<file path="src/rtl/csa_resolver_pkg.sv">
// Shared types and elaboration helpers for the chunked carry-save resolver.
// Pure compile-time content: no logic is generated from this package.
package csa_resolver_pkg;

   typedef enum logic [1:0] {
      IDLE = 2'd0,
      BUSY = 2'd1,
      DONE = 2'd2
   } state_e;

   function automatic int nchunk(input int width, input int chunk);
      return width / chunk;
   endfunction

   // A legal configuration splits the word into whole, non-empty chunks.
   function automatic bit cfg_ok(input int width, input int chunk);
      return (chunk > 0) && (width >= chunk) && ((width % chunk) == 0);
   endfunction

endpackage

</file>
<file path="src/rtl/csa_resolver_ripple_adder.sv">
// Combinational CHUNK-bit ripple-carry adder made from a chain of full_adder cells.
module ripple_adder #(
   parameter int CHUNK = 8
) (
   input  logic [CHUNK-1:0] a,
   input  logic [CHUNK-1:0] b,
   input  logic             cin,
   output logic [CHUNK-1:0] sum,
   output logic             cout
);

   logic [CHUNK:0] carry;

   assign carry[0] = cin;

   for (genvar gi = 0; gi < CHUNK; gi++) begin : g_bit
      full_adder u_fa (
         .a    (a[gi]),
         .b    (b[gi]),
         .cin  (carry[gi]),
         .sum  (sum[gi]),
         .cout (carry[gi+1])
      );
   end

   assign cout = carry[CHUNK];

endmodule

</file>
<file path="src/rtl/full_adder.sv">
// One-bit full adder cell; the building block of the per-chunk ripple chain.
module full_adder (
   input  logic a,
   input  logic b,
   input  logic cin,
   output logic sum,
   output logic cout
);

   assign sum  = a ^ b ^ cin;
   assign cout = (a & b) | (a & cin) | (b & cin);

endmodule

</file>
<file path="src/rtl/csa_resolver.sv">
// Resolves a redundant (sum, carry) pair to binary by adding CHUNK bits per cycle,
// with the inter-chunk carry held in a register between cycles.
module csa_resolver
   import csa_resolver_pkg::*;
#(
   parameter int WIDTH = 32,
   parameter int CHUNK = 8
) (
   input  logic             clk_i,
   input  logic             rst_i,
   input  logic             in_valid_i,
   output logic             in_ready_o,
   input  logic [WIDTH-1:0] sum_i,
   input  logic [WIDTH-1:0] carry_i,
   output logic             out_valid_o,
   input  logic             out_ready_i,
   output logic [WIDTH-1:0] result_o,
   output logic             cout_o
);

   localparam int NCHUNK = nchunk(WIDTH, CHUNK);
   localparam int KW     = (NCHUNK > 1) ? $clog2(NCHUNK) : 1;

   if (!cfg_ok(WIDTH, CHUNK)) begin : g_bad_cfg
      $error("csa_resolver: WIDTH must be a non-zero multiple of CHUNK");
   end

   state_e            state_q, state_d;
   logic [WIDTH-1:0]  sum_q, sum_d;
   logic [WIDTH-1:0]  carry_q, carry_d;
   logic [WIDTH-1:0]  result_q, result_d;
   logic              cout_q, cout_d;
   logic [KW-1:0]     idx_q, idx_d;
   logic              c_q, c_d;

   logic [CHUNK-1:0]  sum_ch   [NCHUNK];
   logic [CHUNK-1:0]  carry_ch [NCHUNK];
   logic [CHUNK-1:0]  add_sum;
   logic              add_cout;

   for (genvar gi = 0; gi < NCHUNK; gi++) begin : g_slice
      assign sum_ch[gi]   = sum_q[gi*CHUNK +: CHUNK];
      assign carry_ch[gi] = carry_q[gi*CHUNK +: CHUNK];
   end

   ripple_adder #(.CHUNK(CHUNK)) u_adder (
      .a    (sum_ch[idx_q]),
      .b    (carry_ch[idx_q]),
      .cin  (c_q),
      .sum  (add_sum),
      .cout (add_cout)
   );

   always_comb begin
      state_d  = state_q;
      sum_d    = sum_q;
      carry_d  = carry_q;
      result_d = result_q;
      cout_d   = cout_q;
      idx_d    = idx_q;
      c_d      = c_q;
      case (state_q)
         IDLE: begin
            if (in_valid_i) begin
               sum_d   = sum_i;
               carry_d = carry_i;
               idx_d   = '0;
               c_d     = 1'b0;
               state_d = BUSY;
            end
         end
         BUSY: begin
            for (int i = 0; i < NCHUNK; i++) begin
               if (idx_q == KW'(i)) begin
                  result_d[i*CHUNK +: CHUNK] = add_sum;
               end
            end
            c_d = add_cout;
            if (idx_q == KW'(NCHUNK - 1)) begin
               cout_d  = add_cout;
               idx_d   = '0;
               state_d = DONE;
            end else begin
               idx_d = idx_q + 1'b1;
            end
         end
         DONE: begin
            // Result registers are deliberately left untouched on handoff.
            if (out_ready_i) begin
               state_d = IDLE;
            end
         end
         default: state_d = IDLE;
      endcase
   end

   always_ff @(posedge clk_i) begin
      if (rst_i) begin
         state_q  <= IDLE;
         sum_q    <= '0;
         carry_q  <= '0;
         result_q <= '0;
         cout_q   <= 1'b0;
         idx_q    <= '0;
         c_q      <= 1'b0;
      end else begin
         state_q  <= state_d;
         sum_q    <= sum_d;
         carry_q  <= carry_d;
         result_q <= result_d;
         cout_q   <= cout_d;
         idx_q    <= idx_d;
         c_q      <= c_d;
      end
   end

   assign in_ready_o  = (state_q == IDLE);
   assign out_valid_o = (state_q == DONE);
   assign result_o    = result_q;
   assign cout_o      = cout_q;

endmodule
</file>
<file path="config.mk">
export PLATFORM = sky130hd
export DESIGN_NAME = csa_resolver
export DESIGN_NICKNAME = d
export VERILOG_FILES = /design/src/rtl/csa_resolver_pkg.sv /design/src/rtl/csa_resolver_ripple_adder.sv /design/src/rtl/full_adder.sv /design/src/rtl/csa_resolver.sv
export SDC_FILE = /design/constraint.sdc
export NUM_CORES = 1
export LEC_CHECK = 0
export ABC_AREA = 1
export BUFFER_PORTS_ARGS = -buffer_cell sky130_fd_sc_hd__buf_2
export CORE_UTILIZATION = 50
export DETAILED_ROUTE_END_ITERATION = 12
export PLACE_DENSITY = 0.74
export SKIP_LAST_GASP = 1
export SLEW_MARGIN = 5
export SYNTH_ARGS = -nofsm -noshare
export SYNTH_HDL_FRONTEND = slang
export SYNTH_HIERARCHICAL = 1
export SYNTH_SLANG_ARGS = --single-unit
</file>
<file path="constraint.sdc">
create_clock -name clk_i -period 10.3 [get_ports clk_i]
set_clock_uncertainty 0.1 [all_clocks]
set_input_delay 2.06 -clock clk_i [delete_from_list [all_inputs] [get_ports clk_i]]
set_output_delay 2.06 -clock clk_i [all_outputs]
set_load 0.05 [all_outputs]
</file>
=== Yosys cells after proc, flatten, opt, wreduce, memory -nomap -nowiden ===
Cells that the tools add are included.

* Muxes and demuxes: 15
* Order comparisons: 1
* Eq/ne operators: 8
* $add $sub $neg: 1
* Bitwise gates (word level): 57
* Multiply operators: 0
* Divide/modulo/power cells: 0
* Reductions and logical operators: 10
* Shifts and indexed selects: 0

{| class="wikitable"
|+ Operators by type and width
! operator !! number
|-
| 8-bit binary-select mux with 2-bit select || 2
|-
| 8-bit two-way mux || 4
|-
| 1-bit AND || 24
|-
| 1-bit OR || 16
|-
| 1-bit XOR || 16
|-
| 2-bit AND reduction || 6
|-
| 2-bit two-way mux || 5
|-
| 2-bit equality test (second input constant) || 3
|-
| 2-bit one-hot mux with 3 select lines || 1
|-
| 2-bit by 1-bit equality test with 1-bit output (second input constant) || 2
|-
| 2-bit zero test || 2
|-
| 2-bit inequality test (second input constant) || 2
|-
| 2-bit one-hot mux with 2 select lines || 1
|-
| 3-bit >= comparator (second input constant) || 1
|-
| 2-bit NOT with 3-bit output || 1
|-
| 3-bit AND reduction || 1
|-
| 2-bit by 1-bit adder with 2-bit output (second input constant) || 1
|-
| 2-bit by 1-bit inequality test with 1-bit output (second input constant) || 1
|-
| 1-bit one-hot mux with 2 select lines || 1
|-
| 2-bit nonzero test || 1
|-
| 1-bit two-way mux || 1
|}

* Output and inout bits: 35
* Register bits after elaboration: 102
* RAM bits: 0
* Memories: 0
* Memory bits (read-only): 0
* Bits in latches: 0
* Word-level logic and storage cells: 102
* Input port bits: 68

=== Longest topological paths before layout ===
Gate-level depths: netlist of the first run.

* Depth in word-level cells: 29
* Depth in mapped cells: 16
* Mapped depth without buffers: 14

=== By module ===
The synthesis of the first run kept the hierarchy.

{| class="wikitable"
|+ By module, submodules not included
! module !! instances !! cells each !! area each (um^2) !! sequential area each (um^2)
|-
| csa_resolver || 1 || 636 || 4626.9 || 2042.0
|-
| full_adder || 8 || 1 || 20.0 || 0.0
|}

=== Least setup slack after synthesis of the first run ===
No wires, ideal clock.

* Path type: reg2reg
* Start: reg idx_q[1]
* End: reg result_q[15] (netlist: result_o[15])
* Path slack: 5718 ps
* Setup time: 70 ps
* Cell stages (with the launch flop): 16
* Path buffers: 1
* Period minus slack after synthesis: 4582 ps
* Required time: 10130 ps
* Arrival time: 4412 ps
* Cells stage by stage: dfxtp_1 > inv_1 > buf_1 > nor2_1 > o21ai_0 > o21ai_0 > fa_1 > fa_1 > fa_1 > fa_1 > fa_1 > fa_1 > fa_1 > fa_1 > nand3_1 > a21oi_1

* Longest elaborated chain between the ends: 26
* Elaborated cells between the ends (all ways): 46
* Classes of those cells: 1 x eq/ne; 6 x mux; 38 x bitwise; 1 x reduce/logical

{| class="wikitable"
|+ Ends and longest elaborated chain
! element !! line !! text
|-
| start, declared || csa_resolver.sv:33 || <nowiki>logic [KW-1:0] idx_q, idx_d;</nowiki>
|-
| start signal, assigned || csa_resolver.sv:112 || <nowiki>idx_q <= idx_d;</nowiki>
|-
| 2-bit NOT with 3-bit output (implied by the code) (*) || csa_resolver.sv:47, csa_resolver.sv:48 ||
|-
| 8-bit binary-select mux with 2-bit select (on tied branches) || csa_resolver.sv:47, csa_resolver.sv:48 ||
|-
| 8-bit two-way mux (on tied branches) (2 in a row) || csa_resolver.sv:47, csa_resolver.sv:48 ||
|-
| 1-bit AND || full_adder.sv:11 || <nowiki>assign cout = (a & b) | (a & cin) | (b & cin);</nowiki>
|-
| 1-bit OR || full_adder.sv:11 ||
|-
| 1-bit OR (*) || full_adder.sv:11 ||
|-
| named net u_adder.carry[1] || csa_resolver_ripple_adder.sv:12 || <nowiki>logic [CHUNK:0] carry;</nowiki>
|-
| 1-bit AND || full_adder.sv:11 ||
|-
| [2 not listed] || - ||
|-
| named net u_adder.carry[2] || csa_resolver_ripple_adder.sv:12 ||
|-
| [3 not listed] || - ||
|-
| named net u_adder.carry[3] || csa_resolver_ripple_adder.sv:12 ||
|-
| [3 not listed] || - ||
|-
| named net u_adder.carry[4] || csa_resolver_ripple_adder.sv:12 ||
|-
| [3 not listed] || - ||
|-
| named net u_adder.carry[5] || csa_resolver_ripple_adder.sv:12 ||
|-
| [2 not listed] || - ||
|-
| 1-bit OR (*) || full_adder.sv:11 ||
|-
| named net u_adder.carry[6] || csa_resolver_ripple_adder.sv:12 ||
|-
| 1-bit AND || full_adder.sv:11 ||
|-
| 1-bit OR || full_adder.sv:11 ||
|-
| 1-bit OR (*) || full_adder.sv:11 ||
|-
| named net u_adder.carry[7] || csa_resolver_ripple_adder.sv:12 ||
|-
| 1-bit XOR (*) || full_adder.sv:10 || <nowiki>assign sum = a ^ b ^ cin;</nowiki>
|-
| named net add_sum[7] || csa_resolver.sv:38 || <nowiki>logic [CHUNK-1:0] add_sum;</nowiki>
|-
| end signal, assigned || csa_resolver.sv:110 || <nowiki>result_q <= result_d;</nowiki>
|-
| end, declared || csa_resolver.sv:31 || <nowiki>logic [WIDTH-1:0] result_q, result_d;</nowiki>
|}

The timed path passes the listed nets; every way through them passes the cells marked *. The select of a mux whose other input is x is not followed.
A chain may end at the register's enable or synchronous reset.

=== Worst setup path after layout of the first run ===
* Start: reg idx_q[1]
* End: reg result_q[23] (netlist: result_o[23])

Same word-level chain as after synthesis.

==> key figures, run 1 <==
Placement
  • Instance area at placement: 5182 sq um
  • Detailed-placement wirelength estimate: 7850 microns
  • Port-buffer cells: 102
  • Count of placed standard cells including taps: 830
  • Weighted congestion reported at the end of routability-driven placement: 0.8523

Synthesis
  • Cell count after synthesis: 644
  • Sequential fraction of the synthesis area: 0.4266
  • Share of Yosys cell area claimed by the top area cell type: 0.4266
  • Mean instance size in the synthesized netlist: 7.433 sq um
  • Leading area contributor after synthesis: sky130_fd_sc_hd__dfxtp_1
  • Warning count from the yosys run: 6
  • Number of synthesized register bits: 102
  • Synth area leaders: sky130_fd_sc_hd__dfxtp_1 43%, sky130_fd_sc_hd__nor2_1 14%, sky130_fd_sc_hd__nand3b_1 10%
  • Netlist area before placement: 4787 sq um
  • Library cells used by synthesis: 21
  • Nets in the synthesized netlist: 724

Worst setup path
  • Maximum cell stage delay along the critical path: 630 ps
  • Crit Path Class: reg -> reg
  • Endpoint kind of the worst setup timing path: register
  • Ordered cell list for the critical path: inv_1 > nor2_1 > o21ai_0 > o21ai_0 > fa_1 > fa_1 > fa_1 > fa_1 > fa_1 > fa_1 > fa_1 > fa_1 > nand3_1 > a21oi_1
  • Combined buffer and inverter count along the critical path: 1
  • Crit path max fanout: 34
  • Gate family responsible for the most delay along the worst path: adder cells
  • Slowest cell on the critical path: sky130_fd_sc_hd__inv_1
  • Required time worst endpoint: 10500 ps
  • R2R Path Start: idx_q[1]
  • Worst EP arrival: 5400 ps
  • Register-to-Register Path Depth: 14
  • Worst setup path startpoint: idx_q[1]
  • Worst r2r dst: result_o[23]
  • Reg2reg setup slack: 5090 ps
  • CP most frequent cell: sky130_fd_sc_hd__fa_1
  • Type of element launching the critical path: register

Drt
  • Initial drt markers: 186
  • Post-Route WL: 10980 microns
  • Via/cell ratio: 5.066
  • Post-DR wirelength/cell: 12.99 microns
  • Number of detailed-routing iterations run before antenna repair: 7
  • Via count: 4281
  • Final routed DRC violation total: 0
  • ANT nets after route: 0

Timing
  • Final critical-path required period: 5205 ps
  • RSZ-0062 raised after global routing: false
  • Final period utilization: 0.5054
  • Final Slew Violations: 0
  • Worst rel slew slack: 0.4280
  • Measured slew at the worst slew-check pin: 857.1 ps
  • Final count of negative-setup-slack endpoints: 0
  • Total negative setup slack: 0 ps
  • Final hold violation count: 0
  • Peak Freq: 192.1 MHz

Pwr
  • LEAKAGE: 2.355 nW
  • Worst supply voltage drop on vdd: 0.00008281 V
  • Power Dens Cells: 168.7 nW/um^2
  • Final Total Pwr: 0.9101 mW

Global routing
  • Global-route wire length before repair: 17840 microns
  • Tot GR Track Use: 0.2251
  • Maximum number of pins on one net before global-route repair: 67
  • Number of antenna violations at the first check in global routing: 0
  • Overflow after GRT: 0
  • Via count of the first global-routing pass: 3813

Clock network
  • Clk Latency, worst-skew pair: 370 ps
  • Postcts setup bufs: 0
  • Depth of the CTS H-tree: 3
  • Clock tree from TritonCTS: yes
  • Clock Path Buffers: 2
  • Clock Pin Slew Worst Setup and Hold Paths: 90 ps
  • TritonCTS buffer count: 9
  • Clock root buffer: sky130_fd_sc_hd__clkbuf_8
  • Number of cells upsized or downsized after cts: 0
  • Number of buffers inserted for hold repair after clock tree synthesis: 0
  • Clock sink count: 102

Min path
  • Worst Hold Launch: result_o[4]
  • Sink of the worst hold path: result_o[4]
  • Class of the most critical hold timing path: reg -> reg
  • Number of cells on the worst hold path: 2

Final layout
  • Leading cell types in the layout, fill and taps excluded: 179 x sky130_fd_sc_hd__nor2_1, 104 x sky130_fd_sc_hd__nand2_1, 102 x sky130_fd_sc_hd__dfxtp_1, 102 x sky130_fd_sc_hd__buf_2, 65 x sky130_fd_sc_hd__nand3b_1
  • Final #Nets: 792
  • Synthesis-to-finish area growth: 12.68%
  • Layout cells sized above 1: 0.1788
  • Area occupied by multi-input gates: 2410 sq um
  • Fillers: 883
  • Sequential cell area: 2042 sq um
  • Most common cell after layout, fill and taps aside: sky130_fd_sc_hd__nor2_1
  • Utilization after layout: 0.5838
  • Final design instance area without fill: 5394 sq um
  • Final Non-Filler Cells: 845
  • Count of inserted antenna diode cells: 0

Floorplanning
  • Core footprint: 9240 sq um
  • Starting density of the core: 0.5181
  • Top-Level Pins: 103
  • Die width: 99.85 microns
  • Placement Rows: 35
  • Die Footprint: 9969 sq um
  • Vertical extent of the die: 99.85 microns

Flow run
  • Number of max-cap violations: 0

Run status
  • Outcome: completed
==> state kept, by name (all words and copies together) (netlist names) <==
| name | count |
|---|---|
| result_o | 32 |
| cout_o | 1 |
| carry_q | 32 |
| c_q | 1 |
| sum_q | 32 |
| state_q | 2 |
| idx_q | 2 |
==> tightest hold or removal path, stage by stage (launching register included) <==
cell,delay (ps)
sky130_fd_sc_hd__dfxtp_1,320
sky130_fd_sc_hd__nand2_1,60
sky130_fd_sc_hd__a21oi_1,50
==> synthesized netlist by cell type, drive strengths merged <==
library cell	count
buf	37
nand2	105
nor2	181
dfxtp	102
clkbuf	12
ha	4
nand3	37
o21ai	49
fa	8
a21oi	37
nand3b	65
inv	7
==> where the power goes <==
part / switching, mW / internal [mW] / leakage, nW
clock network: 0.136 / 0.137 / 0.0990
registers: 0.0169 / 0.423 / 0.838
logic: 0.130 / 0.0683 / 1.42
total: 0.283 / 0.627 / 2.36
==> how the worst max path moves through the flow <==
stage	endpoint	slack (ps)	cells after the start
global route	result_o[31]	4800	14
finish	result_o[23]	5090	14
detailed placement	result_o[7]	5170	14
CTS	result_o[7]	5150	14
global placement	result_o[7]	5330	14
floorplan	result_o[15]	5720	15
==> layout make-up <==
class | instances | share of cell area
multi-input combinational | 486 | 0.4468
tap | 129 | 0.02992
timing repair buffer | 106 | 0.1002
inverter | 7 | 0.005335
sequential | 102 | 0.3786
clock inverter | 5 | 0.01554
clock buffer | 10 | 0.02366
==> routing by layer <==
layer / vias to the layer above / GRT usage / part of all wire
met5: - / 0 / 0
met1: 1949 / 0.2941 / 0.47
met4: 0 / 0.05090 / 0.013
li1: 2214 / - / -
met3: 10 / 0.04735 / 0.045
met2: 108 / 0.3830 / 0.47
==> kinds of logic after synthesis <==
family                   Yosys count  synth area share
AND/OR/NAND/NOR                  388            0.3696
AO/OA/AOI/OAI                     86           0.08991
flip-flops                       102            0.4266
buffers and inverters             56           0.07005
adder cells (fa/ha/maj)           12           0.04391
==> through the flow <==
stage                     hold WS, ps  worst slack, ps
after floorplan                 349.5             5718
after detailed placement        351.8             5170
after CTS                       365.2             5145
after global placement          349.5             5329
final                           365.6             5095
after global routing            384.2             4795
No activity file was read; power rests on OpenSTA's default activity.
==> run 2: changes to the inputs <==
ABC_AREA = 0   (was 1)
PLACE_DENSITY = 0.77   (was 0.74)
clock period = 4.5 ns   (was 10.3 ns; I/O delays follow)
==> key figures, run 2 <==
Run status
  • Outcome: completed

Worst setup path
  • Endpoint kind of the worst setup timing path: register
  • Type of element launching the critical path: register
  • Worst EP arrival: 4540 ps
  • Combined buffer and inverter count along the critical path: 0
  • Slowest cell on the critical path: sky130_fd_sc_hd__mux4_2
  • CP most frequent cell: sky130_fd_sc_hd__fa_2
  • Maximum cell stage delay along the critical path: 520 ps
  • Ordered cell list for the critical path: mux4_2 > fa_2 > fa_2 > fa_2 > fa_2 > fa_2 > fa_2 > fa_2 > fa_1 > nand2b_1 > mux2i_1
  • Crit path max fanout: 4
  • Crit Path Class: reg -> reg
  • Required time worst endpoint: 4700 ps
  • Gate family responsible for the most delay along the worst path: adder cells
  • Reg2reg setup slack: 160 ps

Global routing
  • Number of antenna violations at the first check in global routing: 0
  • Via count of the first global-routing pass: 3215
  • Overflow after GRT: 0
  • Maximum number of pins on one net before global-route repair: 178
  • Tot GR Track Use: 0.2011
  • Global-route wire length before repair: 15730 microns

Pwr
  • Portion of total power attributed to sequential cells: 0.516
  • Power Dens Cells: 328.2 nW/um^2
  • Comb power frac: 0.151
  • Worst supply voltage drop on vdd: 0.0001659 V
  • Clock power frac: 0.333
  • NetSw: 0.4842 mW
  • LEAKAGE: 2.588 nW
  • Switching power as a share of total power: 0.2541
  • Internal power consumption: 1.422 mW

Placement
  • Detailed-placement wirelength estimate: 7267 microns
  • Weighted congestion reported at the end of routability-driven placement: 0.8329
  • Port-buffer cells: 102
  • Count of placed standard cells including taps: 660
  • Instance area at placement: 5584 sq um

Timing
  • Final count of negative-setup-slack endpoints: 0
  • Final critical-path required period: 4341 ps
  • Final period utilization: 0.9647
  • Final hold violation count: 0
  • RSZ-0062 raised after global routing: false
  • Worst rel slew slack: 0.2250
  • Final Slew Violations: 0
  • Measured slew at the worst slew-check pin: 1162 ps
  • Peak Freq: 230.4 MHz

Synthesis
  • Number of synthesized register bits: 102
  • Leading cell types by count after synthesis: 174 x sky130_fd_sc_hd__nand2b_1, 102 x sky130_fd_sc_hd__dfxtp_1, 97 x sky130_fd_sc_hd__mux2i_1, 16 x sky130_fd_sc_hd__clkbuf_1
  • Nets in the synthesized netlist: 536
  • Library cells used by synthesis: 26
  • Mean instance size in the synthesized netlist: 11.13 sq um
  • Leading cell type by number of instances after synthesis: sky130_fd_sc_hd__nand2b_1
  • Warning count from the yosys run: 6
  • Leading area contributor after synthesis: sky130_fd_sc_hd__dfxtp_1
  • Sequential fraction of the synthesis area: 0.4023
  • Share of async-settable or async-resettable flops after synthesis: 0
  • EDFF count, synth: 0
  • Share of Yosys cell area claimed by the top area cell type: 0.4023
  • Synth area leaders: sky130_fd_sc_hd__dfxtp_1 40%, sky130_fd_sc_hd__nand2b_1 21%, sky130_fd_sc_hd__mux2i_1 19%
  • Netlist area before placement: 5076 sq um
  • Cell count after synthesis: 456
  • Prevailing post-synth register cell: sky130_fd_sc_hd__dfxtp_1

Final layout
  • Leading cell types in the layout, fill and taps excluded: 174 x sky130_fd_sc_hd__nand2b_1, 101 x sky130_fd_sc_hd__dfxtp_1, 101 x sky130_fd_sc_hd__buf_2, 97 x sky130_fd_sc_hd__mux2i_1, 10 x sky130_fd_sc_hd__clkbuf_8
  • Layout cells sized above 1: 0.2560
  • Final #Nets: 618
  • Most common cell after layout, fill and taps aside: sky130_fd_sc_hd__nand2b_1
  • Final design instance area without fill: 5807 sq um
  • Fillers: 898
  • Count of inserted antenna diode cells: 0
  • Utilization after layout: 0.5914
  • Final Non-Filler Cells: 676
  • Synthesis-to-finish area growth: 14.39%

Clock network
  • Clock root buffer: sky130_fd_sc_hd__clkbuf_8
  • Clock Path Buffers: 2
  • TritonCTS buffer count: 9
  • Clock tree from TritonCTS: yes
  • Clock sink count: 102
  • Clock Pin Slew Worst Setup and Hold Paths: 100 ps
  • Clk Latency, worst-skew pair: 370 ps
  • Depth of the CTS H-tree: 3

Drt
  • Final routed DRC violation total: 0
  • Post-Route WL: 10110 microns
  • Initial drt markers: 108
  • Number of detailed-routing iterations run before antenna repair: 4
  • Post-DR wirelength/cell: 14.96 microns
  • ANT nets after route: 0
  • Via count: 3342
  • Via/cell ratio: 4.944

Min path
  • Class of the most critical hold timing path: reg -> reg

Flow run
  • Number of max-cap violations: 0

Floorplanning
  • Placement Rows: 36
  • Starting density of the core: 0.5169
  • Die Footprint: 10560 sq um
  • Vertical extent of the die: 102.8 microns
  • Die width: 102.8 microns
  • Core footprint: 9819 sq um
  • Top-Level Pins: 103
run 2: cell count changes in the layout (fill, tap and decap cells not counted), sizes merged, moves of 4 or more:
cell    before  now
nand3b      65    3
mux2i        0   97
a21oi       37    1
mux4         0   16
nand3       37    0
o21ai       49    0
nor2       181    1
nand2b       0  174
nand2      105    0
inv          7    3
run 2: cell families (layout without fill, tap and decap cells):
logic type	after synthesis	in the layout	synth area share
muxes	113	113	0.2689
adders and majority gates	12	12	0.04141
buffers and inverters	39	126	0.04683
AOI/OAI and AO/OA	6	6	0.01109
DFF	102	102	0.4023
and+or+nand+nor	184	184	0.2295
run 2: per-layer routing:
layer  track usage  vias up  wire length, microns
li1              -     1678                     -
met1        0.2564     1568                  4714
met2        0.3303       83                  4757
met3       0.04339       13                   461
met4       0.08667        0                   181
met5             0        -                     0
run 2: final timing paths:
kind / cells after the start / startpoint / end
setup / recovery: 11 / idx_q[0] / result_o[23]
hold reg to reg: 2 / result_o[24] / result_o[24]
setup reg to reg: 11 / idx_q[0] / result_o[23]
hold / removal: 2 / result_o[24] / result_o[24]
run 2: power by group through the flow:
| stage | Clock (mW) | Sequential (mW) | Combinational, mW |
|---|---|---|---|
| final | 0.634 | 0.983 | 0.289 |
| after global routing | 0.681 | 0.988 | 0.315 |
| after CTS | 0.649 | 0.983 | 0.291 |
| after detailed placement | 0 | 1.00 | 0.291 |
| after global placement | 0 | 1.00 | 0.285 |
| after floorplan | 0 | 1.01 | 0.204 |
run 2: final cells by class:
cell class	instances	area, sq um	share of cell area
Clock buffer	13	148.9	0.02564
Clock inverter	3	67.56	0.01164
Inverter	3	11.26	0.001939
Multi-Input combinational cell	315	2816	0.4850
Sequential cell	102	2046	0.3523
Tap cell	133	166.4	0.02866
Timing Repair Buffer	107	550.5	0.09481
run 2: worst reg2reg max path, delay by kind of cell (launching register included):
kind | cells | cell delay, ps
adders and majority gates | 8 | 3020
DFF | 1 | 380
and+or+nand+nor | 1 | 110
muxes | 2 | 670
run 2: per-stage QoR:
step	setup TNS [ps]	setup WS (ps)	total power, mW	hold slack [ps]
finish	0	158.9	1.906	376.1
CTS	0	13.54	1.923	378.7
floorplan	0	4.011	1.216	343.9
global route	0	31.64	1.985	388.1
detailed placement	-71.58	-27.86	1.294	363.6
global placement	0	30.01	1.286	355.8
run 2: what timing repair did:
action / CTS / global route
setup endpoints to repair: 4 / 5
resized for setup: 1 / 4
hold buffers: 0 / 0
buffers inserted: 0 / 0
